<file path="src/rtl/mem8x16_arbiter_if.sv">
// Requester-side bundle for mem8x16_arbiter: two single-word command ports (A, B)
// and the shared completion / read-data return path.
interface mem8x16_arbiter_if #(
    parameter int DW = 16,
    parameter int AW = 3
);
    logic          a_valid;
    logic          a_ready;
    logic          a_we;
    logic [AW-1:0] a_addr;
    logic [DW-1:0] a_wdata;
    logic          b_valid;
    logic          b_ready;
    logic          b_we;
    logic [AW-1:0] b_addr;
    logic [DW-1:0] b_wdata;
    logic          a_done;
    logic          b_done;
    logic [DW-1:0] rsp_rdata;

    modport master (
        output a_valid, a_we, a_addr, a_wdata,
        output b_valid, b_we, b_addr, b_wdata,
        input  a_ready, b_ready, a_done, b_done, rsp_rdata
    );

    modport slave (
        input  a_valid, a_we, a_addr, a_wdata,
        input  b_valid, b_we, b_addr, b_wdata,
        output a_ready, b_ready, a_done, b_done, rsp_rdata
    );
endinterface

</file>
<file path="src/rtl/mem8x16_arbiter.sv">
// Round-robin controller serialising single-word commands from two requesters onto
// one synchronous-read DFF memory, with an optional zero-fill pass after reset.
module mem8x16_arbiter #(
    parameter int DW         = 16,
    parameter int AW         = 3,
    parameter bit INIT_CLEAR = 1'b1
) (
    input  logic             clk,
    input  logic             rst_n,
    mem8x16_arbiter_if.slave req,
    output logic             busy,
    output logic             init_done,
    output logic             mem_cs,
    output logic             mem_we,
    output logic [AW-1:0]    mem_addr,
    output logic [DW-1:0]    mem_din,
    input  logic [DW-1:0]    mem_dout
);
    localparam int          ROWS      = 1 << AW;
    localparam logic [AW:0] INIT_LAST = (AW+1)'(ROWS);
    localparam logic        OWN_B     = 1'b1;

    typedef enum logic [2:0] {INIT, IDLE, ACCESS, RDWAIT, RESP} state_t;

    state_t        state_reg, state_next;
    logic          owner_reg, owner_next;
    logic          rr_last_reg, rr_last_next;
    logic          cmd_we_reg, cmd_we_next;
    logic [AW:0]   init_cnt_reg, init_cnt_next;
    logic          init_done_reg, init_done_next;
    logic [DW-1:0] rsp_rdata_reg, rsp_rdata_next;
    logic          mem_cs_reg, mem_cs_next;
    logic          mem_we_reg, mem_we_next;
    logic [AW-1:0] mem_addr_reg, mem_addr_next;
    logic [DW-1:0] mem_din_reg, mem_din_next;

    // Index 0 is requester A, index 1 is requester B.
    logic [1:0]         req_valid, req_we, req_ready, req_done;
    logic [1:0][AW-1:0] req_addr;
    logic [1:0][DW-1:0] req_wdata;
    logic               grant_any, grant_sel;

    assign req_valid = {req.b_valid, req.a_valid};
    assign req_we    = {req.b_we, req.a_we};
    assign req_addr  = {req.b_addr, req.a_addr};
    assign req_wdata = {req.b_wdata, req.a_wdata};

    // On contention the requester that did not win last time gets the slot.
    assign grant_any = (state_reg == IDLE) && (|req_valid);
    assign grant_sel = (&req_valid) ? ~rr_last_reg : req_valid[1];

    genvar gi;
    generate
        for (gi = 0; gi < 2; gi++) begin : g_req
            assign req_ready[gi] = grant_any && (grant_sel == 1'(gi));
            assign req_done[gi]  = (state_reg == RESP) && (owner_reg == 1'(gi));
        end
    endgenerate

    assign req.a_ready   = req_ready[0];
    assign req.b_ready   = req_ready[1];
    assign req.a_done    = req_done[0];
    assign req.b_done    = req_done[1];
    assign req.rsp_rdata = rsp_rdata_reg;

    assign busy      = (state_reg != IDLE);
    assign init_done = init_done_reg;
    assign mem_cs    = mem_cs_reg;
    assign mem_we    = mem_we_reg;
    assign mem_addr  = mem_addr_reg;
    assign mem_din   = mem_din_reg;

    always_ff @(posedge clk or negedge rst_n) begin
        if (!rst_n) begin
            state_reg     <= INIT_CLEAR ? INIT : IDLE;
            owner_reg     <= 1'b0;
            rr_last_reg   <= OWN_B;
            cmd_we_reg    <= 1'b0;
            init_cnt_reg  <= '0;
            init_done_reg <= 1'b0;
            rsp_rdata_reg <= '0;
            mem_cs_reg    <= 1'b0;
            mem_we_reg    <= 1'b0;
            mem_addr_reg  <= '0;
            mem_din_reg   <= '0;
        end else begin
            state_reg     <= state_next;
            owner_reg     <= owner_next;
            rr_last_reg   <= rr_last_next;
            cmd_we_reg    <= cmd_we_next;
            init_cnt_reg  <= init_cnt_next;
            init_done_reg <= init_done_next;
            rsp_rdata_reg <= rsp_rdata_next;
            mem_cs_reg    <= mem_cs_next;
            mem_we_reg    <= mem_we_next;
            mem_addr_reg  <= mem_addr_next;
            mem_din_reg   <= mem_din_next;
        end
    end

    // Memory pins are registered, so each state programs the pins for the next cycle.
    always_comb begin
        state_next     = state_reg;
        owner_next     = owner_reg;
        rr_last_next   = rr_last_reg;
        cmd_we_next    = cmd_we_reg;
        init_cnt_next  = init_cnt_reg;
        rsp_rdata_next = rsp_rdata_reg;
        mem_cs_next    = 1'b0;
        mem_we_next    = 1'b0;
        mem_addr_next  = mem_addr_reg;
        mem_din_next   = mem_din_reg;

        case (state_reg)
            INIT: begin
                // Stay in INIT until the last row's write has actually been presented.
                if (init_cnt_reg == INIT_LAST) begin
                    state_next = IDLE;
                end else begin
                    mem_cs_next   = 1'b1;
                    mem_we_next   = 1'b1;
                    mem_addr_next = init_cnt_reg[AW-1:0];
                    mem_din_next  = '0;
                    init_cnt_next = init_cnt_reg + (AW+1)'(1);
                end
            end
            IDLE: begin
                if (grant_any) begin
                    owner_next    = grant_sel;
                    rr_last_next  = grant_sel;
                    cmd_we_next   = req_we[grant_sel];
                    mem_cs_next   = 1'b1;
                    mem_we_next   = req_we[grant_sel];
                    mem_addr_next = req_addr[grant_sel];
                    mem_din_next  = req_wdata[grant_sel];
                    state_next    = ACCESS;
                end
            end
            ACCESS: begin
                if (cmd_we_reg) begin
                    rsp_rdata_next = '0;
                    state_next     = RESP;
                end else begin
                    mem_cs_next = 1'b1;
                    state_next  = RDWAIT;
                end
            end
            RDWAIT: begin
                rsp_rdata_next = mem_dout;
                state_next     = RESP;
            end
            RESP: begin
                state_next = IDLE;
            end
            default: begin
                state_next = IDLE;
            end
        endcase

        init_done_next = init_done_reg || (state_next != INIT);
    end
endmodule

</file>
<file path="src/flat_wrapper.sv">
// flat-port wrapper written by rule: the top's interface ports become plain ports
module mem8x16_arbiter_flat 
#(
    parameter int DW         = 16,
    parameter int AW         = 3,
    parameter bit INIT_CLEAR = 1'b1
)
  (clk, rst_n, busy, init_done, mem_cs, mem_we, mem_addr, mem_din, mem_dout, req_a_valid, req_a_we, req_a_addr, req_a_wdata, req_b_valid, req_b_we, req_b_addr, req_b_wdata, req_a_ready, req_b_ready, req_a_done, req_b_done, req_rsp_rdata);
  mem8x16_arbiter_if #(.DW(DW), .AW(AW)) req_i ();
  input  logic clk;
  input  logic rst_n;
  output logic busy;
  output logic init_done;
  output logic mem_cs;
  output logic mem_we;
  output logic [AW-1:0] mem_addr;
  output logic [DW-1:0] mem_din;
  input  logic [DW-1:0] mem_dout;
  input wire logic [$bits(req_i.a_valid)-1:0] req_a_valid;
  input wire logic [$bits(req_i.a_we)-1:0] req_a_we;
  input wire logic [$bits(req_i.a_addr)-1:0] req_a_addr;
  input wire logic [$bits(req_i.a_wdata)-1:0] req_a_wdata;
  input wire logic [$bits(req_i.b_valid)-1:0] req_b_valid;
  input wire logic [$bits(req_i.b_we)-1:0] req_b_we;
  input wire logic [$bits(req_i.b_addr)-1:0] req_b_addr;
  input wire logic [$bits(req_i.b_wdata)-1:0] req_b_wdata;
  output wire logic [$bits(req_i.a_ready)-1:0] req_a_ready;
  output wire logic [$bits(req_i.b_ready)-1:0] req_b_ready;
  output wire logic [$bits(req_i.a_done)-1:0] req_a_done;
  output wire logic [$bits(req_i.b_done)-1:0] req_b_done;
  output wire logic [$bits(req_i.rsp_rdata)-1:0] req_rsp_rdata;
  assign req_i.a_valid = req_a_valid;
  assign req_i.a_we = req_a_we;
  assign req_i.a_addr = req_a_addr;
  assign req_i.a_wdata = req_a_wdata;
  assign req_i.b_valid = req_b_valid;
  assign req_i.b_we = req_b_we;
  assign req_i.b_addr = req_b_addr;
  assign req_i.b_wdata = req_b_wdata;
  assign req_a_ready = req_i.a_ready;
  assign req_b_ready = req_i.b_ready;
  assign req_a_done = req_i.a_done;
  assign req_b_done = req_i.b_done;
  assign req_rsp_rdata = req_i.rsp_rdata;
  mem8x16_arbiter #(.DW(DW), .AW(AW), .INIT_CLEAR(INIT_CLEAR)) u_core (.clk(clk), .rst_n(rst_n), .req(req_i), .busy(busy), .init_done(init_done), .mem_cs(mem_cs), .mem_we(mem_we), .mem_addr(mem_addr), .mem_din(mem_din), .mem_dout(mem_dout));
endmodule
</file>
<file path="config.mk">
export PLATFORM = sky130hd
export DESIGN_NAME = mem8x16_arbiter_flat
export DESIGN_NICKNAME = d
export VERILOG_FILES = /design/src/rtl/mem8x16_arbiter_if.sv /design/src/rtl/mem8x16_arbiter.sv /design/src/flat_wrapper.sv
export SDC_FILE = /design/constraint.sdc
export NUM_CORES = 1
export LEC_CHECK = 0
export ABC_AREA = 1
export CAP_MARGIN = 40
export CORE_UTILIZATION = 39
export CTS_BUF_LIST = sky130_fd_sc_hd__clkbuf_4 sky130_fd_sc_hd__clkbuf_8 sky130_fd_sc_hd__clkbuf_16
export CTS_CLUSTER_DIAMETER = 100
export CTS_CLUSTER_SIZE = 28
export DETAILED_ROUTE_END_ITERATION = 10
export GPL_TIMING_DRIVEN = 0
export HOLD_SLACK_MARGIN = 0.06
export PLACE_DENSITY = 0.77
export SLEW_MARGIN = 0
export SYNTH_ARGS = -nofsm -noshare
export SYNTH_HDL_FRONTEND = slang
export SYNTH_SLANG_ARGS = --single-unit
</file>
<file path="constraint.sdc">
create_clock -name clk -period 1.24 [get_ports clk]
set_input_delay 0.248 -clock clk [delete_from_list [all_inputs] [get_ports clk]]
set_output_delay 0.248 -clock clk [all_outputs]
set_load 0.02 [all_outputs]
</file>
==> summary.log <==
[worst_hold_path] Tightest Hold Check Type in2async
[layout] number of antenna diodes 0
[logic_synthesis] Cell Area, Synth 0.002447 mm²
[detailed_routing] DRC marker count from the first detailed-route iteration 94
[detailed_routing] Pre-Repair DR Iteration Count 4
[clocking] H-tree level count 2
[detailed_routing] wire per inst 14.29 µm
[logic_synthesis] Synth area leaders dfrtp_1, nand2_1, nand3_1
[layout] Area Growth Syn to Fin 75.82%
[timing] fin crit share 1.307
[global_route] maximum number of pins on one net before global-route repair 34
[detailed_routing] DRT Wirelength 7502 µm
[logic_synthesis] cell with the most instances after synthesis nand2_1
[timing] transition time at the pin with the least slew margin 0.4149 ns
[timing] Pins Over Slew Limit 0
[setup_path] largest fanout of any net on the critical path 3
[die] CORE AREA 0.005991 mm²
[setup_path] Critical Path Start Type flip-flop
[clocking] Worst-path clk slew 0.09 ns
[setup_path] worst path arrival time 1.37 ns
[run_status] result of the run complete, but fails checks
[timing] setup repair after global routing missed its margin yes
[run_status] violated checks negative setup slack
[layout] share of final-layout standard cells stronger than drive strength 1 0.4067
[global_route] aggregate global-route resource usage 0.2361
[logic_synthesis] EDFF count, synth 0
[global_route] via count of the first global-routing pass 2519
[setup_path] required time worst endpoint 0.99 ns
[setup_path] classification of the worst setup path reg2out
[die] total number of placement rows 28
[detailed_routing] DRT antenna net count 0
[logic_synthesis] flop and latch count out of synthesis 48
[setup_path] capturing element type of the critical path output pin
[logic_synthesis] net count of the mapped netlist 357
[clocking] Bufs on Longest Clock Path 2
[global_route] wire length of the first global-routing pass 11800 µm
[logic_synthesis] library cell with the largest summed area after synthesis dfrtp_1
[timing] fmax 617.1 MHz
[power_and_ir_drop] Peak supply drop 1.177 mV
[global_route] number of antenna violations at the first check in global routing 0
[logic_synthesis] number of unique standard cell types used by synthesis 28
[layout] final non-filler cell total 525
[timing] Finish-stage setup viols 50
[place] Post-DP HPWL 4646 µm
[die] Die Y 81.22 µm
[clocking] latest clock arrival within the worst-skew pair 0.29 ns
[layout] Final Util 0.7183
[die] horizontal die dimension 81.22 µm
[power_and_ir_drop] power density relative to cell area 2246 mW/mm²
[logic_synthesis] commonest cells in the synthesized netlist nand2_1, dfrtp_1, nand3_1
[logic_synthesis] fraction of registers with async set or reset after synthesis 1.000
[power_and_ir_drop] Pleak 2.145 nW
[logic_synthesis] syn avg cell area 8.296 µm²
[logic_synthesis] sequential area share after synthesis 0.4913
[clocking] clock tree from TritonCTS done
[logic_synthesis] share of the synthesized area in the top cell type 0.4806
[detailed_routing] vias per inst 4.829
[detailed_routing] DR vias 2535
[logic_synthesis] Ys Warns 0
[die] initial core utilization 0.4085
[clocking] clock buffer count from CTS 5
[die] I/O pins 103
[timing] worst setup margin -0.3805 ns
[setup_path] worst setup slack for register-to-register paths -0.30 ns
[place] number of cells in the design after placement 473
[flow_run] max-capacitance violation count 0
[timing] post-layout min period 1.621 ns
[layout] layout net count 511
[logic_synthesis] Top FF cell, synth dfrtp_1
[layout] Fillers 448
[clocking] CTS Root Buffer Type clkbuf_8
[timing] headroom to the max-slew limit 0.7234
[detailed_routing] # DRC 0
[timing] final-report hold violation count 0
[timing] Setup Skew 0.009950 ns
[global_route] grt ovf 0
[place] placer's final routability congestion estimate 0.7661
[place] count of input and output buffers 102
[clocking] CTS sink cnt 48
[die] area enclosed by the die boundary 0.006596 mm²
[logic_synthesis] post-synthesis instance total 295
placed cells by master, fill, tap and decap left out, types with 4 or more instances in the layout:
cell	synthesis	routed
clkbuf_2	0	19
clkbuf_8	0	6
inv_1	33	27
clkdlybuf4s50_1	0	57
clkdlybuf4s15_1	0	4
nor2_4	2	6
nand2_1	111	99
dfrtp_1	47	45
nand3_1	47	26
buf_6	6	22
nand2_4	1	5
buf_12	1	4
buf_2	2	10
nand2_2	1	9
clkdlybuf4s15_2	0	7
nand3_2	0	20
inv_2	3	5
o21ai_2	10	17
buf_4	2	28
power by group:
group	total, W	switching [W]	internal (W)
Clock	0.000991	0.000491	0.000499
Sequential	0.00265	0.000441	0.00220
Combinational	0.00603	0.00320	0.00283
Total	0.00967	0.00413	0.00554
final timing paths:
path,start,cells past startpoint,to
worst max-delay path,u_core.rr_last_reg,6,req_a_ready
worst min-delay path,rst_n,2,u_core.init_done
worst max register to register,u_core.rr_last_reg,9,u_core.mem_din[0]
worst min register to register,u_core.rr_last_reg,2,u_core.rr_last_reg
max in group asynchronous,rst_n,3,u_core.rr_last_reg
min in group clk,u_core.rr_last_reg,2,u_core.rr_last_reg
final cells by class:
| type | count | area (µm²) | area share |
|---|---|---|---|
| well taps | 75 | 93.84 | 0.02181 |
| clock buffers | 8 | 97.59 | 0.02268 |
| inverters | 36 | 147.6 | 0.03431 |
| flip-flops and latches | 48 | 1205 | 0.2800 |
| multi-input cells | 200 | 1262 | 0.2934 |
| plain buffers | 10 | 115.1 | 0.02675 |
| repair buffers | 148 | 1381 | 0.3210 |
stage by stage:
stage	cell area, µm²	setup WS [ns]	power [W]	TNS, ns	hold WS, ns
global placement	3632	-1.656	0.006908	-85.63	0.4503
global route	4303	-0.4474	0.01034	-12.79	0.4309
detailed placement	3647	-1.192	0.007034	-15.99	0.1999
floorplan	2517	-0.1235	0.005271	-0.6697	-0.04759
CTS	4355	-0.3936	0.009716	-9.169	0.4080
finish	4303	-0.3805	0.009666	-9.793	0.4041
metal layers:
layer,GRT usage,share of wire
met1,0.2725,0.40
met2,0.4336,0.51
met3,0.05955,0.072
met4,0.05536,0.015
met5,0,0
worst max-delay path, cell delays in order, from the launching register on:
cell     delay (ns)
dfstp_2        0.55
nand2_2        0.07
nand2_4        0.09
inv_4          0.04
buf_8          0.12
nor2_4         0.10
buf_6          0.12
logic make-up (layout without fill, tap and decap cells):
family,Yosys count,count (layout),synth area share
buffers and inverters,48,202,0.1028
adders and majority gates,2,2,0.01022
xor gates and xnor gates,3,3,0.01074
and+or+nand+nor,169,170,0.3052
AOI/OAI and AO/OA,25,25,0.07975
DFF,48,48,0.4913
timing repair:
item,CTS,global route
setup endpoints to repair,89,85
resized for setup,184,60
hold endpoints to repair,15,0
pin swaps,22,18
buffers inserted,32,12
hold buffers,1,0
gates cloned,5,0
(Power assumes the default switching activity.)
